--- src/rtl/aor_lock_pkg.sv ---
// Shared types and defaults for the AOR activation-key loader.
package aor_lock_pkg;

    localparam int KEY_W_DEF = 32;
    localparam int CHK_W_DEF = 8;

    typedef enum logic [2:0] {
        S_IDLE     = 3'd0,
        S_LOAD_KEY = 3'd1,
        S_LOAD_CHK = 3'd2,
        S_CHECK    = 3'd3,
        S_ACTIVE   = 3'd4,
        S_FAIL     = 3'd5,
        S_LOCKOUT  = 3'd6
    } ldr_state_t;

    // Reference fold at the default widths: bit i is the XOR of every key bit j with j % CHK_W == i.
    function automatic logic [CHK_W_DEF-1:0] chk_fold(input logic [KEY_W_DEF-1:0] key);
        logic [CHK_W_DEF-1:0] f;
        f = '0;
        for (int i = 0; i < CHK_W_DEF; i++) begin
            for (int k = 0; k < KEY_W_DEF / CHK_W_DEF; k++) begin
                f[i] = f[i] ^ key[k*CHK_W_DEF+i];
            end
        end
        return f;
    endfunction

endpackage

--- src/rtl/aor_chk_fold.sv ---
// Combinational XOR fold of a KEY_W key down to a CHK_W checksum.
module aor_chk_fold #(
    parameter int KEY_W = 32,
    parameter int CHK_W = 8
) (
    input  logic [KEY_W-1:0] key_i,
    output logic [CHK_W-1:0] fold_o
);

    // XOR each CHK_W-wide slice of the key into the result.
    always_comb begin
        fold_o = '0;
        for (int i = 0; i < CHK_W; i++) begin
            for (int k = 0; k < KEY_W / CHK_W; k++) begin
                fold_o[i] = fold_o[i] ^ key_i[k*CHK_W+i];
            end
        end
    end

endmodule

--- src/rtl/aor_key_loader.sv ---
// Serial activation-key loader: shifts in key and checksum, verifies, then drives the keyinput bus.
//
// state      | meaning
// -----------+------------------------------------------------------------
// S_IDLE     | no key held, bus carries decoy
// S_LOAD_KEY | shifting in KEY_W key bits, LSB first
// S_LOAD_CHK | shifting in CHK_W checksum bits, LSB first
// S_CHECK    | one cycle: compare folded key against checksum
// S_ACTIVE   | verified key published on keyinput_o
// S_FAIL     | checksum mismatch, decoy on bus, key_err_o set
// S_LOCKOUT  | MAX_FAIL mismatches seen; absorbing until rst_n
//
// Outputs are registered from the current state, so the published key and the
// error/lockout flags appear one edge after the state is entered. start_i and
// clear_i drop the bus to decoy on the same edge they are taken.
module aor_key_loader
    import aor_lock_pkg::*;
#(
    parameter int               KEY_W     = KEY_W_DEF,
    parameter int               CHK_W     = CHK_W_DEF,
    parameter logic [KEY_W-1:0] DECOY_KEY = '0,
    parameter int               MAX_FAIL  = 3
) (
    input  logic             clk,
    input  logic             rst_n,
    input  logic             start_i,
    input  logic             clear_i,
    input  logic             bit_i,
    input  logic             bit_valid_i,
    output logic             bit_ready_o,
    output logic [KEY_W-1:0] keyinput_o,
    output logic             key_valid_o,
    output logic             key_err_o,
    output logic             lockout_o,
    output logic             busy_o
);

    localparam int CNT_W = $clog2(KEY_W + 1);

    ldr_state_t       state_q, state_d;
    logic [KEY_W-1:0] key_sh_q, key_sh_d;
    logic [CHK_W-1:0] chk_sh_q, chk_sh_d;
    logic [CNT_W-1:0] cnt_q, cnt_d;
    logic [3:0]       fail_cnt_q, fail_cnt_d;
    logic [KEY_W-1:0] keyinput_q, keyinput_d;
    logic             key_valid_q, key_valid_d;
    logic             key_err_q, key_err_d;
    logic             lockout_q, lockout_d;
    logic [CHK_W-1:0] fold;
    logic             xfer;
    logic             start_ok;

    aor_chk_fold #(.KEY_W(KEY_W), .CHK_W(CHK_W)) u_fold (
        .key_i  (key_sh_q),
        .fold_o (fold)
    );

    assign bit_ready_o = ((state_q == S_LOAD_KEY) || (state_q == S_LOAD_CHK)) && !clear_i;
    assign busy_o      = (state_q == S_LOAD_KEY) || (state_q == S_LOAD_CHK) || (state_q == S_CHECK);
    assign keyinput_o  = keyinput_q;
    assign key_valid_o = key_valid_q;
    assign key_err_o   = key_err_q;
    assign lockout_o   = lockout_q;
    assign xfer        = bit_valid_i && bit_ready_o;
    assign start_ok    = start_i && ((state_q == S_IDLE) || (state_q == S_ACTIVE) || (state_q == S_FAIL));

    // Next-state, shift-register and output computation; clear beats start beats bit transfer.
    always_comb begin
        state_d     = state_q;
        key_sh_d    = key_sh_q;
        chk_sh_d    = chk_sh_q;
        cnt_d       = cnt_q;
        fail_cnt_d  = fail_cnt_q;
        keyinput_d  = keyinput_q;
        key_valid_d = key_valid_q;
        key_err_d   = key_err_q;
        lockout_d   = lockout_q;
        if (state_q == S_LOCKOUT) begin
            key_sh_d    = '0;
            keyinput_d  = DECOY_KEY;
            key_valid_d = 1'b0;
            key_err_d   = 1'b1;
            lockout_d   = 1'b1;
        end else if (clear_i || start_ok) begin
            state_d     = clear_i ? S_IDLE : S_LOAD_KEY;
            key_sh_d    = '0;
            chk_sh_d    = '0;
            cnt_d       = '0;
            keyinput_d  = DECOY_KEY;
            key_valid_d = 1'b0;
            key_err_d   = 1'b0;
        end else begin
            case (state_q)
                S_LOAD_KEY: if (xfer) begin
                    key_sh_d = {bit_i, key_sh_q[KEY_W-1:1]};
                    if (cnt_q == CNT_W'(KEY_W - 1)) begin
                        cnt_d   = '0;
                        state_d = S_LOAD_CHK;
                    end else begin
                        cnt_d = cnt_q + CNT_W'(1);
                    end
                end
                S_LOAD_CHK: if (xfer) begin
                    chk_sh_d = {bit_i, chk_sh_q[CHK_W-1:1]};
                    if (cnt_q == CNT_W'(CHK_W - 1)) begin
                        cnt_d   = '0;
                        state_d = S_CHECK;
                    end else begin
                        cnt_d = cnt_q + CNT_W'(1);
                    end
                end
                S_CHECK: begin
                    if (fold == chk_sh_q) begin
                        state_d = S_ACTIVE;
                    end else begin
                        fail_cnt_d = (fail_cnt_q == 4'hF) ? fail_cnt_q : fail_cnt_q + 4'd1;
                        state_d    = ((fail_cnt_q + 4'd1) == 4'(MAX_FAIL)) ? S_LOCKOUT : S_FAIL;
                    end
                end
                S_ACTIVE: begin
                    keyinput_d  = key_sh_q;
                    key_valid_d = 1'b1;
                end
                S_FAIL: key_err_d = 1'b1;
                default: ;
            endcase
        end
    end

    // State and datapath registers; reset returns to IDLE with the decoy on the bus.
    always_ff @(posedge clk or negedge rst_n) begin
        if (!rst_n) begin
            state_q     <= S_IDLE;
            key_sh_q    <= '0;
            chk_sh_q    <= '0;
            cnt_q       <= '0;
            fail_cnt_q  <= '0;
            keyinput_q  <= DECOY_KEY;
            key_valid_q <= 1'b0;
            key_err_q   <= 1'b0;
            lockout_q   <= 1'b0;
        end else begin
            state_q     <= state_d;
            key_sh_q    <= key_sh_d;
            chk_sh_q    <= chk_sh_d;
            cnt_q       <= cnt_d;
            fail_cnt_q  <= fail_cnt_d;
            keyinput_q  <= keyinput_d;
            key_valid_q <= key_valid_d;
            key_err_q   <= key_err_d;
            lockout_q   <= lockout_d;
        end
    end

endmodule

--- config.mk ---
export PLATFORM = sky130hd
export DESIGN_NAME = aor_key_loader
export DESIGN_NICKNAME = d
export VERILOG_FILES = /design/src/rtl/aor_lock_pkg.sv /design/src/rtl/aor_chk_fold.sv /design/src/rtl/aor_key_loader.sv
export SDC_FILE = /design/constraint.sdc
export NUM_CORES = 1
export LEC_CHECK = 0
export ABC_AREA = 0
export ABC_CLOCK_PERIOD_IN_PS = 2450
export CORE_MARGIN = 4
export CORE_UTILIZATION = 45
export DETAILED_ROUTE_END_ITERATION = 16
export GPL_TIMING_DRIVEN = 0
export MAX_ROUTING_LAYER = met4
export PLACE_DENSITY = 0.66
export SYNTH_ARGS = -nofsm -noshare
export SYNTH_HDL_FRONTEND = slang
export SYNTH_SLANG_ARGS = --single-unit
export TNS_END_PERCENT = 5
--- constraint.sdc ---
create_clock -name clk -period 2.45 [get_ports clk]
set_input_delay 0.245 -clock clk [delete_from_list [all_inputs] [get_ports clk]]
set_output_delay 0.245 -clock clk [all_outputs]
set_load 0.005 [all_outputs]
## Yosys cells after proc, flatten, opt, wreduce, memory -nomap -nowiden

Cells that the tools add are included.

| word-level totals | value |
|---|---|
| bits of input ports | 6 |
| register bits | 88 |

| operators by class | value |
|---|---|
| bitwise gates (word level) | 28 |
| eq/ne operators | 15 |
| reduce and logical (&&, ||, !) cells | 23 |
| muxes and demuxes | 31 |
| add/subtract/negate cells | 2 |

Operator list:

| kind | count |
|---|---|
| 32-bit two-way mux | 7 |
| 6-bit two-way mux | 5 |
| 8-bit two-way mux | 3 |
| 1-bit bitwise XOR | 24 |
| 3-bit two-way mux | 5 |
| 3-bit nonzero test | 5 |
| 6-bit one-hot mux with 2 select lines | 1 |
| 3-bit == test, second input constant | 3 |
| 3-bit one-hot mux with 3 select lines | 1 |
| 8-bit == test | 1 |
| 1-bit two-way mux | 7 |
| 6-bit by 1-bit adder with 6-bit output, second input constant | 1 |
| 3-bit by 2-bit == test with 1-bit output, second input constant | 2 |
| 6-bit by 3-bit == test with 1-bit output, second input constant | 1 |
| 6-bit by 5-bit == test with 1-bit output, second input constant | 1 |
| 3-bit by 1-bit inequality test with 1-bit output, second input constant | 2 |
| 3-bit by 2-bit inequality test with 1-bit output, second input constant | 2 |
| 6-bit AND reduction | 1 |
| 1-bit logical OR | 5 |
| 5-bit AND reduction | 1 |
| 4-bit by 1-bit adder with 4-bit output, second input constant | 1 |
| 4-bit by 2-bit == test with 1-bit output, second input constant | 1 |
| 4-bit == test, second input constant | 1 |
| 2-bit two-way mux | 2 |
| 10 further kinds | 16 |

## Logic depth before layout (Yosys ltp)

| depth | value |
|---|---|
| word-level depth | 8 |
| gate-level depth with buffers | 8 |
| mapped depth without buffers | 7 |

## Modules after synthesis

From an unflattened synthesis, not the netlist that was laid out.

| second synthesis, totals | value |
|---|---|
| cells, all modules | 399 |
| area, all modules | 4042.6 sq um |

Modules (own cells, without submodules):

| module | cells each | area each (sq um) | times used | seq. area each (sq um) |
|---|---|---|---|---|
| aor_key_loader | 375 | 3832.4 | 1 | 2202.1 |
| aor_chk_fold | 24 | 210.2 | 1 | 0.0 |

## Worst setup path after synthesis

OpenSTA, ideal clock, no wires.

| timing path | value |
|---|---|
| kind | register -> register |
| start | register key_sh_q[19] |
| end | register state_q[0] |
| period minus slack after synthesis | 1776 ps |
| arrival | 1640 ps |
| slack | 674 ps |
| cell stages (with the launch flop) | 7 |
| data required time | 2314 ps |
| path through | dfrtp_1 > xnor3_2 > xnor2_1 > nor4_2 > nand4_2 > a41oi_2 > o31ai_1 |

| on the way | value |
|---|---|
| longest elaborated chain between the ends | 6 |

RTL lines:

| item | RTL line | text |
|---|---|---|
| start, declared | aor_key_loader.sv:41 | `logic [KEY_W-1:0] key_sh_q, key_sh_d;` |
| start signal, assigned | aor_key_loader.sv:144 | `key_sh_q <= key_sh_d;` |
| 1-bit bitwise XOR (2 in series) | aor_chk_fold.sv:15 | `fold_o[i] = fold_o[i] ^ key_i[k*CHK_W+i];` |
| 8-bit == test | aor_key_loader.sv:113 | `if (fold == chk_sh_q) begin` |
| 2-bit two-way mux | aor_key_loader.sv:113 |  |
| 3-bit one-hot mux with 3 select lines | aor_key_loader.sv:93 | `case (state_q)` |
| 3-bit two-way mux | aor_key_loader.sv:84 | `end else if (clear_i \|\| start_ok) begin` |
| end signal, assigned | aor_key_loader.sv:143 | `state_q <= state_d;` |
| end, declared | aor_key_loader.sv:40 | `ldr_state_t state_q, state_d;` |

Every way passes these cells.
A chain may end at the register's enable or synchronous reset.

## Final worst setup path

| timing path | value |
|---|---|
| start | register state_q[1] |
| end | output bit_ready_o |

| on the way | value |
|---|---|
| longest elaborated chain between the ends | 3 |
| elaborated cells between the ends (all ways) | 4 |
| those cells by class | eq/ne: 2; reduce/logical: 2 |

RTL lines:

| item | RTL line | text |
|---|---|---|
| 3-bit by 1-bit == test with 1-bit output / 3-bit by 2-bit == test with 1-bit output (equally long branches) | aor_key_loader.sv:58 | `assign bit_ready_o = ((state_q == S_LOAD_KEY) \|\| (state_q == S_LOAD_CHK)) && !clear_i;` |
| 1-bit logical OR * | aor_key_loader.sv:58 |  |
| 1-bit logical AND * | aor_key_loader.sv:58 |  |
| end, declared | aor_key_loader.sv:30 | `output logic bit_ready_o,` |

Mark *: on every way between the ends. The rest lies on a longest branch, timed or not.

==> metrics.txt <==
status finished, final reports clean; Cell Rows 34; DP HPWL 6.12 mm; Diodes inserted 0; clk_skew 10.6 ps; Tcrit/Tclk final 95.7%; global-route wire length before repair 14.9 mm; GRT Resource Usage Total 18.2%; Cell Pwr Density 564 nW/um^2; latest clock arrival within the worst-skew pair 350 ps; RSZ-0062 raised after global routing false; worst vdd ir 0.000306 V; PortBufs 42; sequential area share after synthesis 53.7%; crit start category register; fin nets 458; total power 2770 uW; layout cell share with drive strength beyond 1 10.4%; Synth-to-Final Area Change 19.7%; Max Cap Violations 0; worst endpoint required time 2200 ps; Die ar. 10700 um^2; RD Place Congestion 0.871; Synth Warn # 0; mapped cell area 4100 um^2; Vias/cell 5.40; max_slew headroom 62.6%; share of synthesized flip-flops with an asynchronous set or reset 100%; antenna violations before repair 0; DR DRC count 0; clk root buf clkbuf_8; CTS Sinks 88; most frequent cells in the layout nand2_1 (90), dfrtp_1 (88), clkdlybuf4s50_1 (41), a21oi_1 (36), a22o_1 (34); synthesized area per cell 10.4 um^2; Post-Syn Instances 394; Tightest Pin Transition 556 ps; Starting Density 46.6%; via count 3033; Tmin final 2340 ps; Setup CP Type reg2out; # H-tree levels 3; largest net degree at the start of global routing 70; Final Util 55.8%; die width 103 um; Synth Flop Type dfrtp_1; CORE AREA 8810 um^2; CTS Buf Count 9; ANT nets after route 0; most common cell after layout, fill and taps aside nand2_1; setup bufs post-CTS 0; WP data arrival 2100 ps; Yosys reg bits 88; # IOs 43; TritonCTS clock tree yes; Final setup violation count 0; vias in the first global route 2992; worst min-delay path class in2async; Detailed Route WL 8.75 mm; Final Hold Vio Count 0; R2R Setup Slk 420 ps; die height 103 um; final hold slack 310 ps; Worst Setup End Kind output pin; clk slew on worst S/H paths 100 ps; Max Slew Vio Count 0; Initial DRC Count 129; Cell variety after synth 49; Highest Clock Rate 427 MHz; DR pass1 iterations 4; maximum root-to-sink buffer count 2; WL/cell 15.6 um; DP Area 4680 um^2; Post-synth EDFFs 0; Leakage 0.00214 uW; worst-path maximum fanout 10; Overflow after GRT 0; design area 4910 um^2; syn_nets 403
-- Yosys cell counts, types with 4 or more instances --
cell       n  area share [%]
clkbuf_1  11             1.0
xor2_1     8             1.7
a22o_1    34             7.3
nand2b_1   5            0.76
o21ai_1   16             2.0
inv_1      7            0.64
a21oi_1   36             4.4
nand3_1    7            0.85
a21o_1     4            0.73
a31oi_1    4            0.61
xnor3_1    5             2.7
dfrtp_1   88              54
nor2_1     6            0.55
nand2_1   90             8.2
xnor2_1   15             3.2
buf_2     11             1.3
-- flip-flops by register name, indices dropped and copies added (netlist names) --
signal	flops
key_sh_q	32
keyinput_o	32
chk_sh_q	8
cnt_q	6
fail_cnt_q	4
state_q	3
key_err_o	1
key_valid_o	1
lockout_o	1
-- cell families after synthesis --
group           after synthesis  share of synthesized area [%]
compound gates              112                           18.5
xor+xnor                     30                           8.63
fa+ha+maj                     3                          0.915
buf+inv                      32                           3.45
flops                        88                           53.7
mux                           3                          0.854
simple gates                126                           13.9
-- per-stage QoR --
stage | cells | setup slack, ps | setup TNS, ps
after floorplan | 394 | 674 | 0
after global placement | 544 | -2100 | -183840
after detailed placement | 545 | 87.7 | 0
after CTS | 562 | 8.96 | 0
after global routing | 562 | 8.29 | 0
final | 562 | 107 | 0
-- worst max-delay path, stage by stage (launching register included) --
cell and delay, ps:
dfrtp_1 380, buf_4 160, buf_2 190, nand2b_1 200, a211oi_2 270, clkdlybuf4s50_1 550
-- routing by layer --
layer,track usage (%),vias to the layer above,share of wire (%)
met5,-,-,0
met4,5.58,0,1.1
met3,2.41,8,3.1
met2,26.9,50,47
met1,26.2,1490,49
li1,-,1485,-
-- path summary, 6_finish.rpt --
kind | depth (start not counted) | startpoint | to
max in group asynchronous | 3 | rst_n | chk_sh_q[2]$_DFFE_PN0P_
worst max-delay path | 5 | state_q[1]$_DFFE_PN0P_ | bit_ready_o
min in group clk | 3 | bit_i | chk_sh_q[7]$_DFFE_PN0P_
worst min register to register | 1 | lockout_o$_DFFE_PN0P_ | lockout_o$_DFFE_PN0P_
worst max register to register | 6 | key_sh_q[19]$_DFFE_PN0P_ | state_q[0]$_DFFE_PN0P_
worst min-delay path | 2 | rst_n | keyinput_o[13]$_DFFE_PN0P_
-- repair_timing --
item                                   4_1_cts  5_1_grt
gates resized for setup                      0        1
hold buffers                                 1        0
setup endpoints to repair                    0        1
endpoints found under the hold margin       19        0
-- power by group --
part           switching [uW]  internal (uW)
sequential               11.4           1460
combinational             155           67.9
clock                     540            535
total                     706           2070
-- final cells by class --
type	instances	area (um^2)
Fill cell	732	3890
Sequential cell	88	2200
Multi-Input combinational cell	274	1760
Timing Repair Buffer	44	455
Clock buffer	11	151
Tap cell	108	135
Buffer	25	115
Clock inverter	5	62.6
Inverter	7	26.3
Note: power is estimated with default switching activity, not from simulation.
